`src/rtl/prog_seq_detector.sv`:
```
// Programmable serial sequence detector.
// Shifts accepted bits into an N-bit history and compares it against a
// latched pattern once N bits are present. Overlapping or non-overlapping
// detection is selected by the latched overlap flag. Matches produce a
// registered single-cycle pulse on z and bump a saturating counter.
module prog_seq_detector #(
  parameter int N     = 4,
  parameter int CNT_W = 8
) (
  input  logic             clk,
  input  logic             rst,
  input  logic             x,
  input  logic             x_valid,
  input  logic [N-1:0]     pattern,
  input  logic             load,
  input  logic             overlap_en,
  input  logic             clr_cnt,
  output logic             z,
  output logic [CNT_W-1:0] match_cnt,
  output logic             armed
);

  localparam int FW = $clog2(N + 1);

  localparam logic [1:0] S_IDLE  = 2'd0;
  localparam logic [1:0] S_FILL  = 2'd1;
  localparam logic [1:0] S_ARMED = 2'd2;

  localparam logic [FW-1:0]    FILL_MAX = FW'(N);
  localparam logic [CNT_W-1:0] CNT_MAX  = '1;

  logic [1:0]    state, state_n;
  logic [N-1:0]  hist, hist_n, hist_sh;
  logic [FW-1:0] fill, fill_n, fill_inc;
  logic [N-1:0]  pat_q;
  logic          ovl_q;
  logic          accept;
  logic          hit;

  // Bits are only taken once a pattern exists; load wins over data.
  assign accept   = x_valid && !load && (state != S_IDLE);
  assign hist_sh  = {hist[N-2:0], x};
  assign fill_inc = (fill == FILL_MAX) ? fill : fill + 1'b1;
  // Compare the post-shift view so the completing bit counts this edge.
  assign hit      = accept && (fill_inc == FILL_MAX) && (hist_sh == pat_q);

  // Next-state logic for control FSM, history and fill count.
  always_comb begin
    state_n = state;
    hist_n  = hist;
    fill_n  = fill;
    case (state)
      S_IDLE: begin
        if (load) begin
          state_n = S_FILL;
          fill_n  = '0;
        end
      end
      S_FILL, S_ARMED: begin
        if (load) begin
          state_n = S_FILL;
          fill_n  = '0;
        end else if (accept) begin
          hist_n = hist_sh;
          if (hit && !ovl_q) begin
            // Non-overlap: next match must be built from N fresh bits.
            fill_n  = '0;
            state_n = S_FILL;
          end else begin
            fill_n  = fill_inc;
            state_n = (fill_inc == FILL_MAX) ? S_ARMED : S_FILL;
          end
        end
      end
      default: begin
        state_n = S_IDLE;
        fill_n  = '0;
      end
    endcase
  end

  // Control state, history and fill registers.
  always_ff @(posedge clk or negedge rst) begin
    if (!rst) begin
      state <= S_IDLE;
      hist  <= '0;
      fill  <= '0;
    end else begin
      state <= state_n;
      hist  <= hist_n;
      fill  <= fill_n;
    end
  end

  // Latched copy of pattern and overlap mode; the live ports are ignored
  // between loads.
  always_ff @(posedge clk or negedge rst) begin
    if (!rst) begin
      pat_q <= '0;
      ovl_q <= 1'b1;
    end else if (load) begin
      pat_q <= pattern;
      ovl_q <= overlap_en;
    end
  end

  // Registered outputs: match pulse, saturating counter, armed flag.
  always_ff @(posedge clk or negedge rst) begin
    if (!rst) begin
      z         <= 1'b0;
      match_cnt <= '0;
      armed     <= 1'b0;
    end else begin
      z     <= hit;
      armed <= (fill_n == FILL_MAX);
      if (clr_cnt)
        match_cnt <= '0;
      else if (hit && (match_cnt != CNT_MAX))
        match_cnt <= match_cnt + 1'b1;
    end
  end

endmodule

```
`config.mk`:
```
export PLATFORM = sky130hd
export DESIGN_NAME = prog_seq_detector
export DESIGN_NICKNAME = d
export VERILOG_FILES = /design/src/rtl/prog_seq_detector.sv
export SDC_FILE = /design/constraint.sdc
export NUM_CORES = 1
export LEC_CHECK = 0
export ABC_AREA = 0
export CAP_MARGIN = 10
export CORE_UTILIZATION = 35
export CTS_BUF_LIST = sky130_fd_sc_hd__clkbuf_2
export DETAILED_ROUTE_END_ITERATION = 8
export PLACE_DENSITY = 0.64
export REMOVE_ABC_BUFFERS = 1
export SKIP_LAST_GASP = 1
export SLEW_MARGIN = 15
export SYNTH_ARGS = -nofsm -noshare
export SYNTH_HDL_FRONTEND = slang
export SYNTH_SLANG_ARGS = --single-unit
```
`constraint.sdc`:
```
create_clock -name clk -period 5.4 [get_ports clk]
set_input_delay 0.54 -clock clk [delete_from_list [all_inputs] [get_ports clk]]
set_output_delay 0.54 -clock clk [all_outputs]
set_load 0.03 [all_outputs]
```
# Word-level counts from Yosys, hierarchy flattened
# Cells that the tools add are included.
# W data, S select, Z words.
dict set report classes {
  n_shift 0
  order_cmp 0
  bitwise_logic 1
  n_eq_ne 9
  mul 0
  n_div 0
  n_reduce_logical 14
  n_addsub 2
  muxes 14
}
# op n
set op_table {}
lappend op_table {{$mux W8} 2}
lappend op_table {{$mux W3} 5}
lappend op_table {{$mux W2} 5}
lappend op_table {{$eq A3 B3 Y1 const B} 3}
lappend op_table {{$add A8 B1 Y8 const B} 1}
lappend op_table {{$ne A8 B8 Y1 const B} 1}
lappend op_table {{$logic_and A1 B1 Y1} 6}
lappend op_table {{$pmux W3 S2} 1}
lappend op_table {{$eq A4 B4 Y1} 1}
lappend op_table {{$pmux W2 S2} 1}
lappend op_table {{$reduce_bool A2 Y1} 2}
lappend op_table {{$add A3 B1 Y3 const B} 1}
lappend op_table {{$ne A3 B3 Y1 const B} 1}
lappend op_table {{$reduce_and A3 Y1} 1}
lappend op_table {{$eq A2 B1 Y1 const B} 1}
lappend op_table {{$eq A2 B2 Y1 const B} 1}
lappend op_table {{$logic_not A1 Y1} 2}
lappend op_table {{$logic_not A2 Y1} 1}
lappend op_table {{$ne A2 B2 Y1 const B} 1}
lappend op_table {{$reduce_and A2 Y1} 1}
lappend op_table {{$reduce_or A2 Y1} 1}
lappend op_table {{$not A1 Y1} 1}
dict set report word_totals {
  wordCells 48
  register_bits 23
  mem_bits_ro 0
  latchBits 0
  mem_bits_rw 0
  mem_count 0
  input_bits 11
}

# Depth between registers and ports, before layout
dict set report depth {
  word_depth 11
  depth_mapped 8
  ltp_nobuf 7
}

# Worst setup path after synthesis
# No wires, ideal clock.
dict set report synth_path {
  path_kind {register to register}
  start {register fill[0]}
  end {register match_cnt[4]}
  required_time_ns 5.322
  path_buffers 1
  setup_slack_ns 3.175
  path_stages_with_launch 9
  setup_time_ns 0.078
  arrival_ns 2.147
  cell_sequence {dfrtp_1 inv_1 ha_1 or3b_1 a311oi_2 nand4b_2 buf_6 or3_1 a21oi_1}
}
dict set report synth_between {
  elab_chain_cells 7
  word_cells_on_any_way 8
  classes_between {add/sub: 1; eq/ne: 2; mux: 1; reduce/logical: 4}
}
# element line
set synth_lines {}
lappend synth_lines {{start, declared} 34} ;# logic [FW-1:0] fill, fill_n, fill_inc;
lappend synth_lines {{start signal, assigned} 91} ;# fill <= fill_n;
lappend synth_lines {{$add A3 B1 Y3 or $eq A3 B3 Y1 (tied branches)} 43} ;# assign fill_inc = (fill == FILL_MAX) ? fill : fill + 1'b1;
lappend synth_lines {{$mux W3 *} 43}
lappend synth_lines {{$eq A3 B3 Y1 *} 45} ;# assign hit = accept && (fill_inc == FILL_MAX) && (hist_sh == pat_q);
lappend synth_lines {{$logic_and A1 B1 Y1 * (2 in a row)} 45}
lappend synth_lines {{$logic_and A1 B1 Y1 *} 118} ;# else if (hit && (match_cnt != CNT_MAX))
lappend synth_lines {{$reduce_bool A2 Y1 (no line) *} n/a}
lappend synth_lines {{end signal, assigned} 119} ;# match_cnt <= match_cnt + 1'b1;
lappend synth_lines {{end, declared} 19} ;# output logic [CNT_W-1:0] match_cnt,
# Every way passes the cells marked *; elsewhere a longest branch is shown, timed or not.
# A chain may end at the register's enable or synchronous reset.

# Worst setup path after layout
dict set report layout_path {
  start {register fill[0]}
  end {register match_cnt[5]}
}
# Same word-level chain as after synthesis.

==> summary.md <==
| Metric | Value |
|---|---|
| FMAX | between 0.3 and 0.4 GHz |
| M2 GR Usage | 23.8% |
| Dpl hpwl | approximately 1800 um |
| FF-to-FF Start | fill[0] |
| Unrepaired setup endpoints after global routing | false |
| CP Max Fanout | 14 |
| Async set-or-reset flop fraction in the synthesized netlist | between 90% and 100% |
| Met3 usage | 1.89% |
| Setup Skew | ~13 ps |
| Post-DRT Antenna Nets | 0 |
| Cell row count | 21 |
| Area Growth Syn to Fin | 21.0% |
| Synth Warn # | 0 |
| Mapped Area | between 1000 and 1500 um^2 |
| Routability congestion estimate | 0.767 |
| Post-CTS Hold Buffers | 0 |
| Fin cells | about 180 |
| Clk sink count | 23 |
| Die Span Y | ~61 um |
| Yosys cell types | 40 |
| Setup CP Type | reg -> reg |
| HP Class | reg -> reg |
| Fin crit share | between 50 and 60% |
| Max-slew violations | 0 |
| Die width | just over 60 um |
| Placed Instances | roughly 180 |
| First-pass GRT wire length | between 3000 and 4000 um |
| Minimum clock period after layout | 2710 ps |
| Number of synthesized flops with an enable pin | 0 |
| Iter 0 DRT Violations | 67 |
| DR WL/cell | around 13 um |
| VDD IR max | 0.139 mV |
| Most common cell after layout, fill and taps aside | dfrtp_1 |
| Worst Setup End Kind | register |
| Setup repair bufs after CTS | 0 |
| Min Hold Slack | 557 ps |
| Final instance area | approximately 1500 um^2 |
| GRT Util Overall | approximately 14% |
| Reg2Reg Depth | 7 |
| Dominant synthesized flop cell | dfrtp_1 |
| Status | completed |
| Clk Tree Root Cell | clkbuf_2 |
| Setup violators final | 0 |
| Drt total wl | 2380 um |
| GRT met1 Usage | about 18% |
| Remaining global-route overflow | 0 |
| Final hold vios | 0 |
| DRC | 0 |
| CTS resizes | 0 |
| Largest net degree at the start of global routing | 24 |
| PortBufs | 20 |
| Final nets | about 150 |
| Starting density of the core | 36.7% |
| Total CTS buffers | 3 |
| DR pass1 iterations | 4 |
| Maximum Capacitance Violations | 0 |
| Antenna diode count | 0 |
| Worst-Skew Late Latency | roughly 310 ps |
| Worst endpoint data arrival time | around 3000 ps |
| Slew @ Worst Pin | about 1000 ps |
| Yosys reg bits | 23 |
| Syn Inst Count | about 120 |
| Clock transition at path regs | 210 ps |
| Final TNS setup | 0 ps |
| H-tree levels | 1 |
| Die area | ~3800 um^2 |
| Most frequent cells in the layout | 22 x dfrtp_1, 20 x clkdlybuf4s50_1, 9 x a21oi_1, 8 x nor2_1, 8 x mux2_2 |
| Pwr/cell area | between 200 and 300 nW/um^2 |
| Number of global-route vias before repair | 916 |
| Seq/Total Area, Yosys | about 47% |
| Via count | ~930 |
| Leak | approximately 0.63 nW |
| CP Launch Type | register |
| Cell Area, Placed | roughly 1500 um^2 |
| Crit path from | fill[0] |
| Core Area | 3360 um^2 |
| Crit path capture | match_cnt[5] |
| Most used routing layer | met2 |
| Initial antenna violation count | 0 |
| Reg2reg end | match_cnt[5] |
| Boundary pin count | 21 |
| Vias per std cell | just over 5 |
| Syn Area/Cell | roughly 11 um^2 |
| Rel. slew slack | about a third |
| Share of layout cells above drive strength 1 | 11.7% |
| Reg2reg setup slack | ~2700 ps |
| WP data required | 5650 ps |
| CTS tree | yes |
| Max Buffers Root-to-Sink | 2 |
power by group:
group          switching [mW]  internal, mW  total, mW
logic                  0.0657        0.0623      0.128
clock network          0.0481        0.0168     0.0649
registers              0.0199         0.196      0.216
final cells by class:
type                    count  area (um^2)
fillers                   348         1870
multi-input cells          83          612
flip-flops and latches     23          577
repair buffers             20          200
well taps                  46         57.6
inverters                   7         26.3
clock buffers               3         15.0
clock inverters             1         5.00
worst max-delay path: stages (launching register included):
cell,delay [ps]
dfrtp_1,470
inv_1,90
ha_1,240
or3b_1,370
a311oi_2,400
nand4b_2,360
or4_1,570
a21oi_1,160
routing by layer:
| layer | wire (um) | part of all wire, % | vias to the layer above |
|---|---|---|---|
| met3 | 61 | 2.6 | 2 |
| li1 | - | - | 461 |
| met1 | 1120 | 47 | 452 |
| met5 | 0 | 0 | - |
| met2 | 1180 | 50 | 17 |
| met4 | 20 | 0.84 | 0 |
how the worst min path moves through the flow:
| stage | start | end | slack (ps) | cells after the start |
|---|---|---|---|---|
| 2_1_floorplan | rst | armed | 240 | 0 |
| 3_3_place_gp | pat_q[0] | pat_q[0] | 510 | 1 |
| 3_5_place_dp | pat_q[0] | pat_q[0] | 520 | 1 |
| 4_1_cts | pat_q[0] | pat_q[0] | 560 | 1 |
| 5_1_grt | state[1] | state[1] | 590 | 1 |
| 6_report | pat_q[0] | pat_q[0] | 560 | 1 |
kinds of logic after synthesis:
logic type | after synthesis | synth area share (%)
AOI/OAI and AO/OA | 26 | 14.1
xor gates and xnor gates | 5 | 3.55
adders and majority gates | 5 | 5.07
buffers and inverters | 10 | 3.65
DFF | 23 | 46.8
muxes | 10 | 8.93
and+or+nand+nor | 37 | 18.0
metrics by stage:
stage | util, % | setup slack [ps] | power, mW
2_1_floorplan | - | 3030 | 0.310
3_3_place_gp | 43.8 | 2770 | 0.344
3_5_place_dp | 43.8 | 2730 | 0.348
4_1_cts | 44.4 | 2700 | 0.414
5_1_grt | 44.4 | 2510 | 0.435
6_report | 44.4 | 2690 | 0.409
synthesized netlist by cell type (all sizes together) (2+ instances only):
cell,number,area share (%)
a21oi,9,3.7
buf,2,1.2
dfrtp,22,45
ha,5,5.1
inv,7,2.1
mux2,8,7.3
mux2i,2,1.6
nand2,4,1.2
nand2b,2,1.0
nand3,4,1.6
nand4,2,1.0
nor2,8,2.4
nor3,2,1.2
nor4,2,1.0
o21ai,5,2.0
o31a,2,1.4
o31ai,3,1.8
or3,3,1.5
or4,2,1.2
xor2,5,3.5
flip-flops by register name, summed over array words and instances, names as in the netlist:
signal     flops
state          2
fill           3
match_cnt      8
pat_q          4
ovl_q          1
hist           3
z              1
armed          1
Power figures use the tool's default switching activity.
==> patch 1, RTL diff (config.mk and constraints unchanged) <==
Register the inputs `x`, `x_valid`, `pattern`, `load`, `overlap_en` and `clr_cnt` before use. The logic sees them one clock later.
--- a/src/rtl/prog_seq_detector.sv
+++ b/src/rtl/prog_seq_detector.sv
@@ -31,2 +31,18 @@
 
+  logic x_q;
+  logic x_valid_q;
+  logic [N-1:0] pattern_q;
+  logic load_q;
+  logic overlap_en_q;
+  logic clr_cnt_q;
+
+  always_ff @(posedge clk) begin
+    x_q          <= x;
+    x_valid_q    <= x_valid;
+    pattern_q    <= pattern;
+    load_q       <= load;
+    overlap_en_q <= overlap_en;
+    clr_cnt_q    <= clr_cnt;
+  end
+
   logic [1:0]    state, state_n;
@@ -40,4 +56,4 @@
   // Bits are only taken once a pattern exists; load wins over data.
-  assign accept   = x_valid && !load && (state != S_IDLE);
-  assign hist_sh  = {hist[N-2:0], x};
+  assign accept   = x_valid_q && !load_q && (state != S_IDLE);
+  assign hist_sh  = {hist[N-2:0], x_q};
   assign fill_inc = (fill == FILL_MAX) ? fill : fill + 1'b1;
@@ -53,3 +69,3 @@
       S_IDLE: begin
-        if (load) begin
+        if (load_q) begin
           state_n = S_FILL;
@@ -59,3 +75,3 @@
       S_FILL, S_ARMED: begin
-        if (load) begin
+        if (load_q) begin
           state_n = S_FILL;
@@ -100,5 +116,5 @@
       ovl_q <= 1'b1;
-    end else if (load) begin
-      pat_q <= pattern;
-      ovl_q <= overlap_en;
+    end else if (load_q) begin
+      pat_q <= pattern_q;
+      ovl_q <= overlap_en_q;
     end
@@ -115,3 +131,3 @@
       armed <= (fill_n == FILL_MAX);
-      if (clr_cnt)
+      if (clr_cnt_q)
         match_cnt <= '0;
Check against the original RTL: not equivalent (Yosys sat finds a counterexample within 10 cycles, from zero or initial values and one cycle with rst low).
==> patch 1 against the unedited design <==
Clock power increased to 2.5 times the old value. Final cell count increased by 16%. Routed wire length increased by 17%. Total power increased by 53%. Die area increased by 19%. Maximum frequency increased by 12%. Area after synthesis increased by 20%. Final area increased by 20%. Sequential cell count increased by 9. Worst setup slack improved by 0.29 ns. Sequential power increased by 38%. Combinational power increased by 28%. Largest cell class is now flip-flops and latches. Largest power group unchanged.
==> patch 1: results (changes against the unedited design) <==
Run status
  • Status: finished clean (unchanged)

Synthesis
  • Async S/R FF share, synth: 71.9% (was 100%)
  • Synth Area in XOR/XNOR: 2.37% (was 3.55%)
  • Sequential-to-total area share from yosys stat: 51.2% (was 46.8%)
  • Mux cell area share after synthesis: 10.6% (was 8.92%)
  • Post-synthesis adder-cell area fraction: 4.23% (was 5.07%)
  • Synth area leaders: dfrtp_1, dfxtp_1, mux2_2, ha_1, nor3_1 (was dfrtp_1, mux2_2, ha_1, a21oi_1, xor2_1)
  • Most instantiated cells after synthesis: dfrtp_1, nor2_1, mux2_2 (was dfrtp_1, a21oi_1, mux2_2, nor2_1, inv_1)
  • Synth Area in Compound Gates: 10.4% (was 14.1%)

Clock network
  • Clock transition at path regs: 0.17 ns (was 0.21 ns)
  • Worst-skew pair later-pin latency: 0.38 ns (was 0.31 ns)
  • Htree depth: 2 (was 1)
  • Clock sink count: 32 (was 23)
  • Cts bufs inserted: 5 (was 3)

Finish
  • Clock-cell share of area: 3.63% (was 1.34%)
  • Multi-input gate count: 96 (was 83)
  • Seq/total area: 42.2% (was 38.6%)
  • Share of cells above drive strength 1: 16.0% (was 11.7%)
  • Area of the multi-input gates: 688 sq um (was 612 sq um)
  • Biggest regs: match_cnt: 8 flops, pat_q: 4 flops, pattern_q: 4 flops (was match_cnt: 8 flops, pat_q: 4 flops)
  • FILL cells: 387 (was 348)
  • Final-layout clock buffer total: 6 (was 3)
  • Non-clk buf share: 10.9% (was 13.4%)
  • Sequential cell area: 757 sq um (was 577 sq um)
  • Post-layout nets: 178 (was 154)

Power and ir drop
  • Worst vdd ir: 0.000182 V (was 0.000139 V)
  • Leakage: 0.740 nW (was 0.627 nW)
  • Int Power: 0.424 mW (was 0.275 mW)
  • P_seq: 0.297 mW (was 0.216 mW)
  • Combinational share of power: 26.2% (was 31.3%)

STA
  • Worst-Margin Slew: 0.608 ns (was 0.997 ns)
  • FMAX: 413 MHz (was 369 MHz)
  • Max Clock Skew: 0.0133 ns (was 0.0129 ns)

Drt
  • Drt total wl: 2770 um (was 2380 um)
  • Vias: 1,098 (was 932)
  • DRT iter0 DRCs: 80 (was 67)

Place
  • Gpl congestion: 0.853 (was 0.767)
  • Hpwl dp: 1960 um (was 1810 um)
  • Post-DP Area: 1730 sq um (was 1470 sq um)

Setup path
  • Slowest CP cell: dfrtp_1 (was or4_1)
  • Slowest stage delay, CP: 0.52 ns (was 0.57 ns)
  • CP Max Fanout: 6 (was 14)
  • R2R Setup Slk: 2.98 ns (was 2.69 ns)
  • Crit path max-delay family: simple AND/OR/NAND/NOR gates (unchanged)
  • CP Data Arrival Time: 2.69 ns (was 2.96 ns)

Hold path
  • HP Class: in -> async (was reg -> reg)

GRT
  • GRT Overall Usage: 14.1% (was 14.0%)
  • First-pass GRT wire length: 4570 um (was 3890 um)
==> patch 1: changes by cell type after synthesis, sizes merged, moves of 4 or more <==
cell   unedited run  this run
nor3              2         9
nor2b             1         6
dfxtp             0         9
mux2              8        13
nor2              8        12
nand2             4        10
==> patch 1: per-layer routing <==
layer	share of wire, %	global-route usage [%]	vias up
li1	-	-	532
met1	46	15.9	525
met2	48	22.5	32
met3	4.2	5.14	9
met4	2.1	8.24	0
met5	0	0	-
==> patch 1: metrics by stage <==
step | power [mW] | utilization, % | hold WS, ns | std cells
3_5_place_dp | 0.463 | 43.0 | 0.449 | 205
2_1_floorplan | 0.420 | - | 0.244 | 135
3_3_place_gp | 0.459 | 43.0 | 0.443 | 205
5_1_grt | 0.665 | 44.5 | 0.108 | 213
4_1_cts | 0.629 | 44.7 | 0.486 | 213
6_report | 0.626 | 44.5 | 0.0970 | 213
==> patch 2, RTL diff (config.mk and constraints unchanged) <==
Made on the original files. Set the parameter `CNT_W` to 12 (it was 8).
--- a/src/rtl/prog_seq_detector.sv
+++ b/src/rtl/prog_seq_detector.sv
@@ -7,3 +7,3 @@
   parameter int N     = 4,
-  parameter int CNT_W = 8
+  parameter int CNT_W = 12
 ) (
Ports: changed (resized match_cnt); port bits go from 21 to 25. The function was not compared with the original's and may differ.
==> patch 2 against the unedited design <==
Area after synthesis increased by 16%. Synthesized cell count increased by 22%. Largest power group unchanged. Largest cell class unchanged. Count of clock-buffer cells in the layout increased by 1. Total power increased by 4.8%. Core utilization increased by 1.5 points. Sequential cell count increased by 4. Routed wire length increased by 18%. Worst setup slack improved by 0.15 ns. Final area increased by 17%.
==> patch 2: results (changes against the unedited design) <==
Hold path
  • HP Class: in -> async (was reg -> reg)

Place
  • Gpl congestion: 0.778 (was 0.767)
  • I/O Buffers: 24 (was 20)
  • Hpwl dp: 2010 um (was 1810 um)
  • Post-DP Area: 1720 sq um (was 1470 sq um)
  • Dpl ws: 2.59 ns (was 2.73 ns)

Drt
  • Vias: 1,102 (was 932)
  • DRT iter0 DRCs: 45 (was 67)
  • DR WL/cell: 13.1 um (was 13.0 um)
  • Vias per cell: 5.13 (was 5.09)
  • Pre-Repair DR Iteration Count: 4 (unchanged)

Synthesis
  • Synth Area in XOR/XNOR: 4.27% (was 3.55%)
  • Syn Area/Cell: 10.2 sq um (was 10.6 sq um)
  • Async S/R FF share, synth: 100% (unchanged)
  • Synth Area in Compound Gates: 11.8% (was 14.1%)
  • Synth area leaders: dfrtp_1, mux2_2, ha_1, nand3_1, nor2_1 (was dfrtp_1, mux2_2, ha_1, a21oi_1, xor2_1)
  • Mux cell area share after synthesis: 8.54% (was 8.92%)
  • Count of different cell masters after synthesis: 36 (was 40)
  • Post-synthesis adder-cell area fraction: 4.36% (was 5.07%)

STA
  • Worst-Margin Slew: 0.490 ns (was 0.997 ns)
  • Hold WS: 0.494 ns (was 0.557 ns)
  • Max Clock Skew: 0.00674 ns (was 0.0129 ns)

Finish
  • FILL cells: 372 (was 348)
  • Biggest regs: match_cnt: 12 flops, pat_q: 4 flops (was match_cnt: 8 flops, pat_q: 4 flops)
  • Final core occ: 45.9% (was 44.4%)
  • Post-layout nets: 184 (was 154)
  • Share of cells above drive strength 1: 13.2% (was 11.7%)

Power and ir drop
  • Worst vdd ir: 0.000119 V (was 0.000139 V)
  • Leakage: 0.717 nW (was 0.627 nW)

Setup path
  • R2R Path Start: state[0] (was fill[0])
  • CP Data Arrival Time: 2.86 ns (was 2.96 ns)
  • R2R Setup Slk: 2.84 ns (was 2.69 ns)

GRT
  • GRT Overall Usage: 14.3% (was 14.0%)
  • First-pass GRT wire length: 4730 um (was 3890 um)
  • Largest net degree at the start of global routing: 28 (was 24)

Run status
  • Status: finished clean (unchanged)
## patch 2: cell types whose count changed after synthesis, moves of 3 or more
cell / unedited run / this run
dfrtp_1: 22 / 26
o21ai_0: 3 / 7
and3_1: 0 / 3
nand3_1: 4 / 10
nand2_1: 4 / 8
xnor2_1: 0 / 3
nor2_1: 8 / 13
## patch 2: how the worst max path moves through the flow
stage | end | slack [ns] | cells past startpoint | start
after floorplan | match_cnt[11] | 3.18 | 7 | fill[0]
after global placement | match_cnt[9] | 2.68 | 6 | x_valid
after detailed placement | match_cnt[5] | 2.59 | 6 | x_valid
after CTS | match_cnt[5] | 2.85 | 7 | state[0]
after global routing | match_cnt[11] | 2.67 | 7 | state[0]
final | match_cnt[5] | 2.84 | 7 | state[0]
## patch 2: cells by family after synthesis
logic type	count (synthesis)
xor gates and xnor gates	7
muxes	11
AOI/OAI and AO/OA	26
and+or+nand+nor	56
adders and majority gates	5
buffers and inverters	9
DFF	27
## patch 2: layer usage
metal  global-route usage, %  part of all wire [%]  up-vias
li1                        -                     -      558
met1                    17.9                    50      524
met2                    23.3                    46       16
met3                    2.41                   2.2        4
met4                    7.45                   1.7        0
met5                       0                     0        -
## patch 2: cell type report
cell class,instances,share of cell area [%]
clock buffer,4,1.15
inverter,6,1.29
multi-input combinational,105,41.1
sequential,27,38.8
tap,48,3.44
timing repair buffer,25,14.2
## patch 2: worst max-delay path: stages (launching register included)
cell and delay (ns):
dfrtp_1 0.44, inv_1 0.05, ha_1 0.25, and2b_1 0.32
nand3_1 0.24, or3_4 0.51, or4_1 0.50, a21oi_1 0.17
## patch 2: where the power goes
part	internal [mW]	total [mW]	leakage, nW	switching, mW
registers	0.224	0.242	0.356	0.0183
logic	0.0524	0.105	0.345	0.0530
clock network	0.0195	0.0806	0.0166	0.0611
total	0.296	0.428	0.717	0.132
